### src/rtl/conv_seq_pkg.sv
// rtl/conv_seq_pkg.sv - shared types and helpers for the convolution stripe sequencer
package conv_seq_pkg;

  localparam int N_BANKS = 3;
  localparam int PIX_W   = 8;
  localparam int RES_W   = 13;

  typedef enum logic [1:0] {
    S_IDLE     = 2'd0,
    S_RUN      = 2'd1,
    S_WAIT_RES = 2'd2,
    S_DONE     = 2'd3
  } state_e;

  function automatic logic [1:0] inc_mod3(input logic [1:0] v);
    return (v == 2'd2) ? 2'd0 : v + 2'd1;
  endfunction

endpackage

### src/rtl/conv_bank_rot.sv
// rtl/conv_bank_rot.sv - row-bank rotation pointers, loaded-row count and column reorder
module conv_bank_rot #(
  parameter int PIX_W = conv_seq_pkg::PIX_W
) (
  input  logic               i_CLK,
  input  logic               i_rst,
  input  logic               wrap_i,
  output logic [1:0]         wr_bank_o,
  output logic               rows_full_o,
  input  logic [3*PIX_W-1:0] rd_data_i,
  output logic [3*PIX_W-1:0] col_data_o
);
  import conv_seq_pkg::*;

  logic [1:0] wr_bank_q;
  logic [1:0] newest_q;
  logic [1:0] rows_q;

  always_ff @(posedge i_CLK) begin
    if (i_rst) begin
      wr_bank_q <= 2'd0;
      newest_q  <= 2'd2;
      rows_q    <= 2'd0;
    end else if (wrap_i) begin
      newest_q  <= wr_bank_q;
      wr_bank_q <= inc_mod3(wr_bank_q);
      if (rows_q != 2'(N_BANKS)) rows_q <= rows_q + 2'd1;
    end
  end

  function automatic logic [PIX_W-1:0] pick(input logic [1:0] b, input logic [3*PIX_W-1:0] d);
    case (b)
      2'd0:    return d[PIX_W-1:0];
      2'd1:    return d[2*PIX_W-1:PIX_W];
      default: return d[3*PIX_W-1:2*PIX_W];
    endcase
  endfunction

  // Oldest row on top, newest row at the bottom.
  assign col_data_o  = {pick(inc_mod3(newest_q), rd_data_i),
                        pick(inc_mod3(inc_mod3(newest_q)), rd_data_i),
                        pick(newest_q, rd_data_i)};
  assign wr_bank_o   = wr_bank_q;
  assign rows_full_o = (rows_q == 2'(N_BANKS));

endmodule

### src/rtl/conv_stripe_sequencer.sv
// rtl/conv_stripe_sequencer.sv - loads row banks and sequences one output row through the 3x3 unit
module conv_stripe_sequencer #(
  parameter int ADDR_W = 10,
  parameter int PIX_W  = conv_seq_pkg::PIX_W,
  parameter int RES_W  = conv_seq_pkg::RES_W
) (
  input  logic               i_CLK,
  input  logic               i_rst,
  input  logic [ADDR_W-1:0]  i_img_length,
  input  logic               i_load,
  input  logic               i_run,
  input  logic               i_valid,
  input  logic [PIX_W-1:0]   i_pixel,
  output logic [2:0]         o_wr_en,
  output logic [ADDR_W-1:0]  o_wr_addr,
  output logic [PIX_W-1:0]   o_wr_data,
  output logic               o_rd_en,
  output logic [ADDR_W-1:0]  o_rd_addr,
  input  logic [3*PIX_W-1:0] i_rd_data,
  output logic               o_col_valid,
  output logic [3*PIX_W-1:0] o_col_data,
  input  logic               i_res_valid,
  input  logic [RES_W-1:0]   i_res_data,
  output logic               o_res_we,
  output logic [ADDR_W-1:0]  o_res_addr,
  output logic [RES_W-1:0]   o_res_data,
  output logic               o_eop,
  output logic               o_busy,
  output logic               o_rows_ready
);
  import conv_seq_pkg::*;

  state_e             state_q, state_d;
  logic [ADDR_W-1:0]  len_q, len_d, len_eff;
  logic [ADDR_W-1:0]  wr_ptr_q, wr_ptr_d;
  logic [ADDR_W-1:0]  col_cnt_q, col_cnt_d;
  logic [ADDR_W-1:0]  res_cnt_q, res_cnt_d;
  logic               load_wr, wrap, rd_en, res_acc;
  logic [1:0]         wr_bank;
  logic               rows_full;
  logic [3*PIX_W-1:0] col_mux;

  logic [2:0]         wr_en_q;
  logic [ADDR_W-1:0]  wr_addr_q, res_addr_q;
  logic [PIX_W-1:0]   wr_data_q;
  logic               rd_vld_q, col_valid_q, res_we_q, eop_q, busy_q, rows_ready_q;
  logic [3*PIX_W-1:0] col_data_q;
  logic [RES_W-1:0]   res_data_q;

  conv_bank_rot #(.PIX_W(PIX_W)) u_rot (
    .i_CLK       (i_CLK),
    .i_rst       (i_rst),
    .wrap_i      (wrap),
    .wr_bank_o   (wr_bank),
    .rows_full_o (rows_full),
    .rd_data_i   (i_rd_data),
    .col_data_o  (col_mux)
  );

  always_comb begin
    state_d   = state_q;
    len_d     = len_q;
    wr_ptr_d  = wr_ptr_q;
    col_cnt_d = col_cnt_q;
    res_cnt_d = res_cnt_q;
    load_wr   = 1'b0;
    wrap      = 1'b0;
    // A fresh row takes its length from the input; mid-row changes are ignored.
    len_eff   = (wr_ptr_q == '0) ? i_img_length : len_q;
    rd_en     = (state_q == S_RUN);
    res_acc   = i_res_valid && (state_q == S_RUN || state_q == S_WAIT_RES) &&
                (res_cnt_q < len_q - ADDR_W'(2));
    if (res_acc) res_cnt_d = res_cnt_q + ADDR_W'(1);

    case (state_q)
      S_IDLE: begin
        if (i_run) begin
          state_d   = rows_full ? S_RUN : S_DONE;
          col_cnt_d = '0;
          res_cnt_d = '0;
        end else if (i_load && i_valid) begin
          load_wr = 1'b1;
          len_d   = len_eff;
          if (wr_ptr_q == len_eff - ADDR_W'(1)) begin
            wrap     = 1'b1;
            wr_ptr_d = '0;
          end else begin
            wr_ptr_d = wr_ptr_q + ADDR_W'(1);
          end
        end
      end
      S_RUN: begin
        col_cnt_d = col_cnt_q + ADDR_W'(1);
        if (col_cnt_q == len_q - ADDR_W'(1)) state_d = S_WAIT_RES;
      end
      S_WAIT_RES: begin
        if (res_cnt_d == len_q - ADDR_W'(2)) state_d = S_DONE;
      end
      S_DONE: begin
        if (!i_run) state_d = S_IDLE;
      end
      default: state_d = S_IDLE;
    endcase
  end

  always_ff @(posedge i_CLK) begin
    if (i_rst) begin
      state_q      <= S_IDLE;
      len_q        <= '0;
      wr_ptr_q     <= '0;
      col_cnt_q    <= '0;
      res_cnt_q    <= '0;
      wr_en_q      <= 3'b000;
      wr_addr_q    <= '0;
      wr_data_q    <= '0;
      rd_vld_q     <= 1'b0;
      col_valid_q  <= 1'b0;
      col_data_q   <= '0;
      res_we_q     <= 1'b0;
      res_addr_q   <= '0;
      res_data_q   <= '0;
      eop_q        <= 1'b0;
      busy_q       <= 1'b0;
      rows_ready_q <= 1'b0;
    end else begin
      state_q      <= state_d;
      len_q        <= len_d;
      wr_ptr_q     <= wr_ptr_d;
      col_cnt_q    <= col_cnt_d;
      res_cnt_q    <= res_cnt_d;
      wr_en_q      <= load_wr ? (3'b001 << wr_bank) : 3'b000;
      if (load_wr) begin
        wr_addr_q <= wr_ptr_q;
        wr_data_q <= i_pixel;
      end
      rd_vld_q     <= rd_en;
      col_valid_q  <= rd_vld_q;
      if (rd_vld_q) col_data_q <= col_mux;
      res_we_q     <= res_acc;
      if (res_acc) begin
        res_addr_q <= res_cnt_q;
        res_data_q <= i_res_data;
      end
      eop_q        <= (state_q == S_DONE);
      busy_q       <= (state_q != S_IDLE);
      rows_ready_q <= rows_full;
    end
  end

  assign o_wr_en      = wr_en_q;
  assign o_wr_addr    = wr_addr_q;
  assign o_wr_data    = wr_data_q;
  assign o_rd_en      = rd_en;
  assign o_rd_addr    = rd_en ? col_cnt_q : '0;
  assign o_col_valid  = col_valid_q;
  assign o_col_data   = col_data_q;
  assign o_res_we     = res_we_q;
  assign o_res_addr   = res_addr_q;
  assign o_res_data   = res_data_q;
  assign o_eop        = eop_q;
  assign o_busy       = busy_q;
  assign o_rows_ready = rows_ready_q;

endmodule

### config.mk
export PLATFORM = sky130hd
export DESIGN_NAME = conv_stripe_sequencer
export DESIGN_NICKNAME = d
export VERILOG_FILES = /design/src/rtl/conv_seq_pkg.sv /design/src/rtl/conv_bank_rot.sv /design/src/rtl/conv_stripe_sequencer.sv
export SDC_FILE = /design/constraint.sdc
export NUM_CORES = 1
export LEC_CHECK = 0
export ABC_AREA = 1
export CORE_MARGIN = 2
export CORE_UTILIZATION = 40
export DETAILED_ROUTE_END_ITERATION = 6
export GPL_ROUTABILITY_DRIVEN = 0
export GPL_TIMING_DRIVEN = 1
export PLACE_DENSITY = 0.65
export SYNTH_ARGS = -nofsm -noshare
export SYNTH_HDL_FRONTEND = slang
export SYNTH_SLANG_ARGS = --single-unit
### constraint.sdc
create_clock -name i_CLK -period 5.28 [get_ports i_CLK]
set_clock_uncertainty 0.2 [all_clocks]
set_input_delay 1.056 -clock i_CLK [delete_from_list [all_inputs] [get_ports i_CLK]]
set_output_delay 1.056 -clock i_CLK [all_outputs]
set_load 0.005 [all_outputs]
Yosys cells after proc, flatten, opt, wreduce, memory -nomap -nowiden
Index checks and enable logic that the tools add are counted.

Register bits after elaboration: 122. Bits of input ports: 61. Output and inout bits: 84. Logic and storage cells: 95.

Add/sub/neg operators: 10. $lt $le $gt $ge: 1. Equal/unequal tests: 18. Shift operators: 1. Multiplexer cells: 27. Bitwise gates (word level): 2. Reductions and logical operators: 16.

Operator list (count): 2-to-1 mux 10 bit (7); case mux 8 bit (2 select lines) (3); adder 10 x 1 -> 10 bit, second input constant (3); equality test 10 bit (3); case mux 10 bit (2 select lines) (1); subtractor 10 x 1 -> 10 bit, second input constant (2); 2-to-1 mux 2 bit (8); equality test 2 bit, second input constant (6); logical NOT 10 bit (1); < comparator 10 bit (1); subtractor 10 x 2 -> 10 bit, second input constant (1); adder 2 x 1 -> 2 bit, second input constant (4); equality test 2 x 1 -> 1 bit, second input constant (4); logical NOT 2 bit (4); case mux 2 bit (4 select lines) (1); 2-to-1 mux 1 bit (7); inequality test 2 bit, second input constant (3); inequality test 2 x 1 -> 1 bit, second input constant (2); AND reduction 2 bit (2); AND reduction 4 bit (1); nonzero test 2 bit (2); logical AND 1 bit (3); AND reduction 3 bit (1); << shifter 1 x 2 -> 3 bit, first input constant (1); other kinds (3) (4).

Depth between registers and ports, before layout
Word-level depth: 9. Mapped depth: 26.

By module
From an unflattened synthesis, not the netlist that was laid out.

Cells, all modules: 1045. Area, all modules: 7059.3 sq um.

By module, submodules not included: conv_stripe_sequencer (instances 1, cells each 907, area an instance 6229.7 sq um, seq. area each 2322.2 sq um); conv_bank_rot (instances 1, cells each 138, area an instance 829.5 sq um, seq. area each 120.1 sq um).

Worst setup path before layout
OpenSTA, ideal clock, no wires.

Kind: register -> register. From: register len_q[1]. To: register state_q[1]. Library setup time: 0.113 ns. Data arrival time: 3.073 ns. Required time: 4.967 ns. Slack: 1.894 ns. Stages on the path, launching flop included: 25. Path buffers: 1. Clock period less this slack: 3.386 ns. Cell sequence: dfxtp_1 > inv_1 > ha_1 > nand2_1 > nor2_1 > nand3_1 > nor3_1 > xor2_1 > ha_1 > nand2_1 > nor2_1 > nand3_1 > nand3_1 > clkbuf_1 > nand2_1 > o21ai_0 > nand2_1 > nand2_1 > nand2_1 > nor2_1 > nand3_1 > nand2_1 > nand2_1 > nor2_1 > nor2_1.

Word-level cells in the longest chain between the ends: 7.

RTL lines: start: declaration (line conv_stripe_sequencer.sv:34) `logic [ADDR_W-1:0] len_q, len_d, len_eff;`; start signal: assignment (line conv_stripe_sequencer.sv:127) `len_q <= len_d;`; subtractor 10 x 2 -> 10 bit (line conv_stripe_sequencer.sv:72, conv_stripe_sequencer.sv:97); < comparator 10 bit (line conv_stripe_sequencer.sv:72) `(res_cnt_q < len_q - ADDR_W'(2));`; logical AND 1 bit (line conv_stripe_sequencer.sv:71) `res_acc = i_res_valid && (state_q == S_RUN || state_q == S_WAIT_RES) &&`; 2-to-1 mux 10 bit (line conv_stripe_sequencer.sv:73) `if (res_acc) res_cnt_d = res_cnt_q + ADDR_W'(1);`; equality test 10 bit (line conv_stripe_sequencer.sv:97) `if (res_cnt_d == len_q - ADDR_W'(2)) state_d = S_DONE;`; inequality test 2 x 1 -> 1 bit (no line); AND reduction 4 bit (no line) (*); end signal: assignment (line conv_stripe_sequencer.sv:126) `state_q <= state_d;`; end: declaration (line conv_stripe_sequencer.sv:33) `state_e state_q, state_d;`.

Every way passes the cells marked *; elsewhere a longest branch is shown, timed or not. A chain may end at the register's enable or synchronous reset.

Worst setup path in the final report
Same ends and word-level chain as after synthesis.

==> reports/metrics.yaml <==
path_class: "reg2reg"
synth_ff_type: "dfxtp_1"
initial_utilization_pct: 40.6
wirelength_um: 17600
insertion_delay_ns: 0.41
most-common-layout-cells: "218 x nand2_1, 154 x inv_1, 144 x clkdlybuf4s50_1"
worst_pin_slew_ns: 1.02
finalMaxSlewViolations: 0
vias_per_cell: 4.89
drc: 0
drtIter0Drc: 328
post_cts_buffers: 0
cp_max_fo: 20
slew_headroom_pct: 31.8
startpoint_type: "flop"
clockBufferDepth: 2
cp_slowest_cell: "clkinv_1"
r2r_slack_ns: 1.13
hold_path_depth: 1
die_w_um: 133
syn-num-nets: 1058
ir_drop_v: 0.000244
hold_buffers: 0
cp-end-kind: "flop"
drt-pass1-iter-count: 5
fill_cells: 1647
layout_commonest_cell: "nand2_1"
fin_setup_tns_ns: 0
cpLargestDelayFamily: "simple AND/OR/NAND/NOR gates"
fp.dieArea_um2: 17800
setup_ws_ns: 1.13
r2r_cells: 25
cts.sinks: 122
layout-drive-gt1-share_pct: 8.02
clock-root-buffer: "clkbuf_16"
ys_async_sr_fraction_pct: 0
post-place-ws_ns: 1.17
synthTopCellsByArea: "dfxtp_1 37%, nand2_1 12%, inv_1 8.6%"
portBuffers: 144
crit_path_max_incr_delay_ns: 0.40
rsz0062_at_grt: "false"
worstHoldPathType: "reg2reg"
cts_tree: "yes"
syn_area_um2: 6680
htreeDepth: 4
finalPower_mw: 3.62
r2r-end: "state_q[1]$_SDFFE_PP0P_"
holdPathEnd: "o_wr_en[1]$_SDFF_PP0_"
fin_crit_ns: 4.15
grt_pass1_wl_um: 29600
core_area_um2: 16500
synthDistinctLibCells: 38
status: "complete, no violations"
antenna_cells: 0
drv_cap: 0
cp_common_cell: "nand2_1"
antenna_left: 0
cp.arrival_ns: 4.30
setup_viol_count_final: 0
yosys_warnings: 0
pin_count: 145
min_period_over_period_pct: 78.5
yosys.area.top_type_share_pct: 36.5
path_clk_slew_ns: 0.06
cp.buffers_inverters: 3
syn_area_per_cell_um2: 6.85
ys_seq_area_share_pct: 36.5
min_from: "u_rot.wr_bank_o[1]$_SDFFE_PP0P_"
dieHeight_um: 133
routedWlPerCell_um: 13.1
hold_violations: 0
area_growth_pct: 33.2
cts.repair.resized: 0
antenna_found_initial: 0
p_leak_nw: 4.08
rows: 47
dpl_cell_area_um2: 8290
grt_max_degree: 63
yosys.area.top_type: "dfxtp_1"
post-route-util_pct: 54.1
timing.rr.start: "len_q[1]$_SDFFE_PP0P_"
ys_seq_elements: 122
design_area_um2: 8900
timing.fmax_mhz: 241
vias: 6557
place_hpwl_um: 12700
synth_edf_count: 0
grt_overflow: 0
grt_pass1_vias: 6274
seq_area_um2: 2440
grt_usage_pct: 20.4
power_per_cell_area_nw_per_um2: 407
multi_input_area_um2: 3440
final_nets: 1191
crit_required_ns: 5.43
cts_made_buffers: 17
synth_cells: 976
==> through the flow <==
stage / hold slack (ns) / std cells
finish: 0.254 / 1342
global route: 0.289 / 1342
floorplan: 0.221 / 976
detailed placement: 0.248 / 1310
CTS: 0.261 / 1342
global placement: 0.244 / 1310
==> sequential cells by signal, summed over array words and instances (netlist names), 3 cells and up <==
| register | cells |
|---|---|
| o_wr_en | 3 |
| o_col_data | 24 |
| o_wr_addr | 10 |
| len_q | 10 |
| o_res_addr | 10 |
| wr_ptr_q | 10 |
| col_cnt_q | 10 |
| o_wr_data | 8 |
| o_res_data | 13 |
| res_cnt_q | 10 |
==> report_power, final <==
group          switching (mW)  total (mW)  internal (mW)
clock                   0.414        1.20          0.783
sequential              0.113        1.19           1.08
combinational           0.691        1.23          0.540
total                    1.22        3.62           2.40
==> synthesized netlist by cell type, types with 3 or more instances <==
cell type / instances
nand2_1: 218
inv_1: 154
dfxtp_1: 122
nor2_1: 76
o21ai_0: 64
a21oi_1: 62
nand3_1: 42
clkbuf_1: 30
xor2_1: 22
ha_1: 21
o221ai_1: 18
o22ai_1: 18
nor3_1: 16
nand2_2: 14
o211ai_1: 13
inv_2: 11
nand4_1: 11
nand3_2: 8
xnor2_1: 8
clkinv_1: 6
nor2_2: 6
o21ai_1: 5
nand2_4: 3
nor2_4: 3
nor3b_1: 3
nor4_1: 3
==> cells by family after synthesis <==
kind of cell	synth area share (%)
flops	36.5
buf+inv	12.0
simple gates	27.6
xor+xnor	3.93
fa+ha+maj	3.93
compound gates	16.0
==> per-layer routing <==
metal / wire length [um] / vias to the layer above / GRT usage (%)
li1: - / 3418 / -
met1: 8160 / 2947 / 26.1
met2: 8230 / 174 / 33.8
met3: 874 / 18 / 4.60
met4: 293 / 0 / 7.27
met5: 0 / - / 0
==> worst max-delay path by stage <==
stage	from	endpoint	slack, ns	cells past startpoint
floorplan	len_q[1]$_SDFFE_PP0P_	state_q[1]$_SDFFE_PP0P_	1.89	24
global placement	len_q[1]$_SDFFE_PP0P_	state_q[1]$_SDFFE_PP0P_	1.29	25
detailed placement	len_q[1]$_SDFFE_PP0P_	state_q[1]$_SDFFE_PP0P_	1.17	25
CTS	len_q[1]$_SDFFE_PP0P_	state_q[1]$_SDFFE_PP0P_	1.14	25
global route	len_q[1]$_SDFFE_PP0P_	state_q[1]$_SDFFE_PP0P_	0.53	25
finish	len_q[1]$_SDFFE_PP0P_	state_q[1]$_SDFFE_PP0P_	1.13	25
==> layout make-up <==
cell class | instances | area share, %
Sequential cell | 122 | 27.4
Clock inverter | 14 | 2.01
Multi-Input combinational cell | 646 | 38.7
Clock buffer | 18 | 4.82
Inverter | 172 | 7.28
Tap cell | 220 | 3.09
Timing Repair Buffer | 150 | 16.7
(Power assumes the default switching activity.)
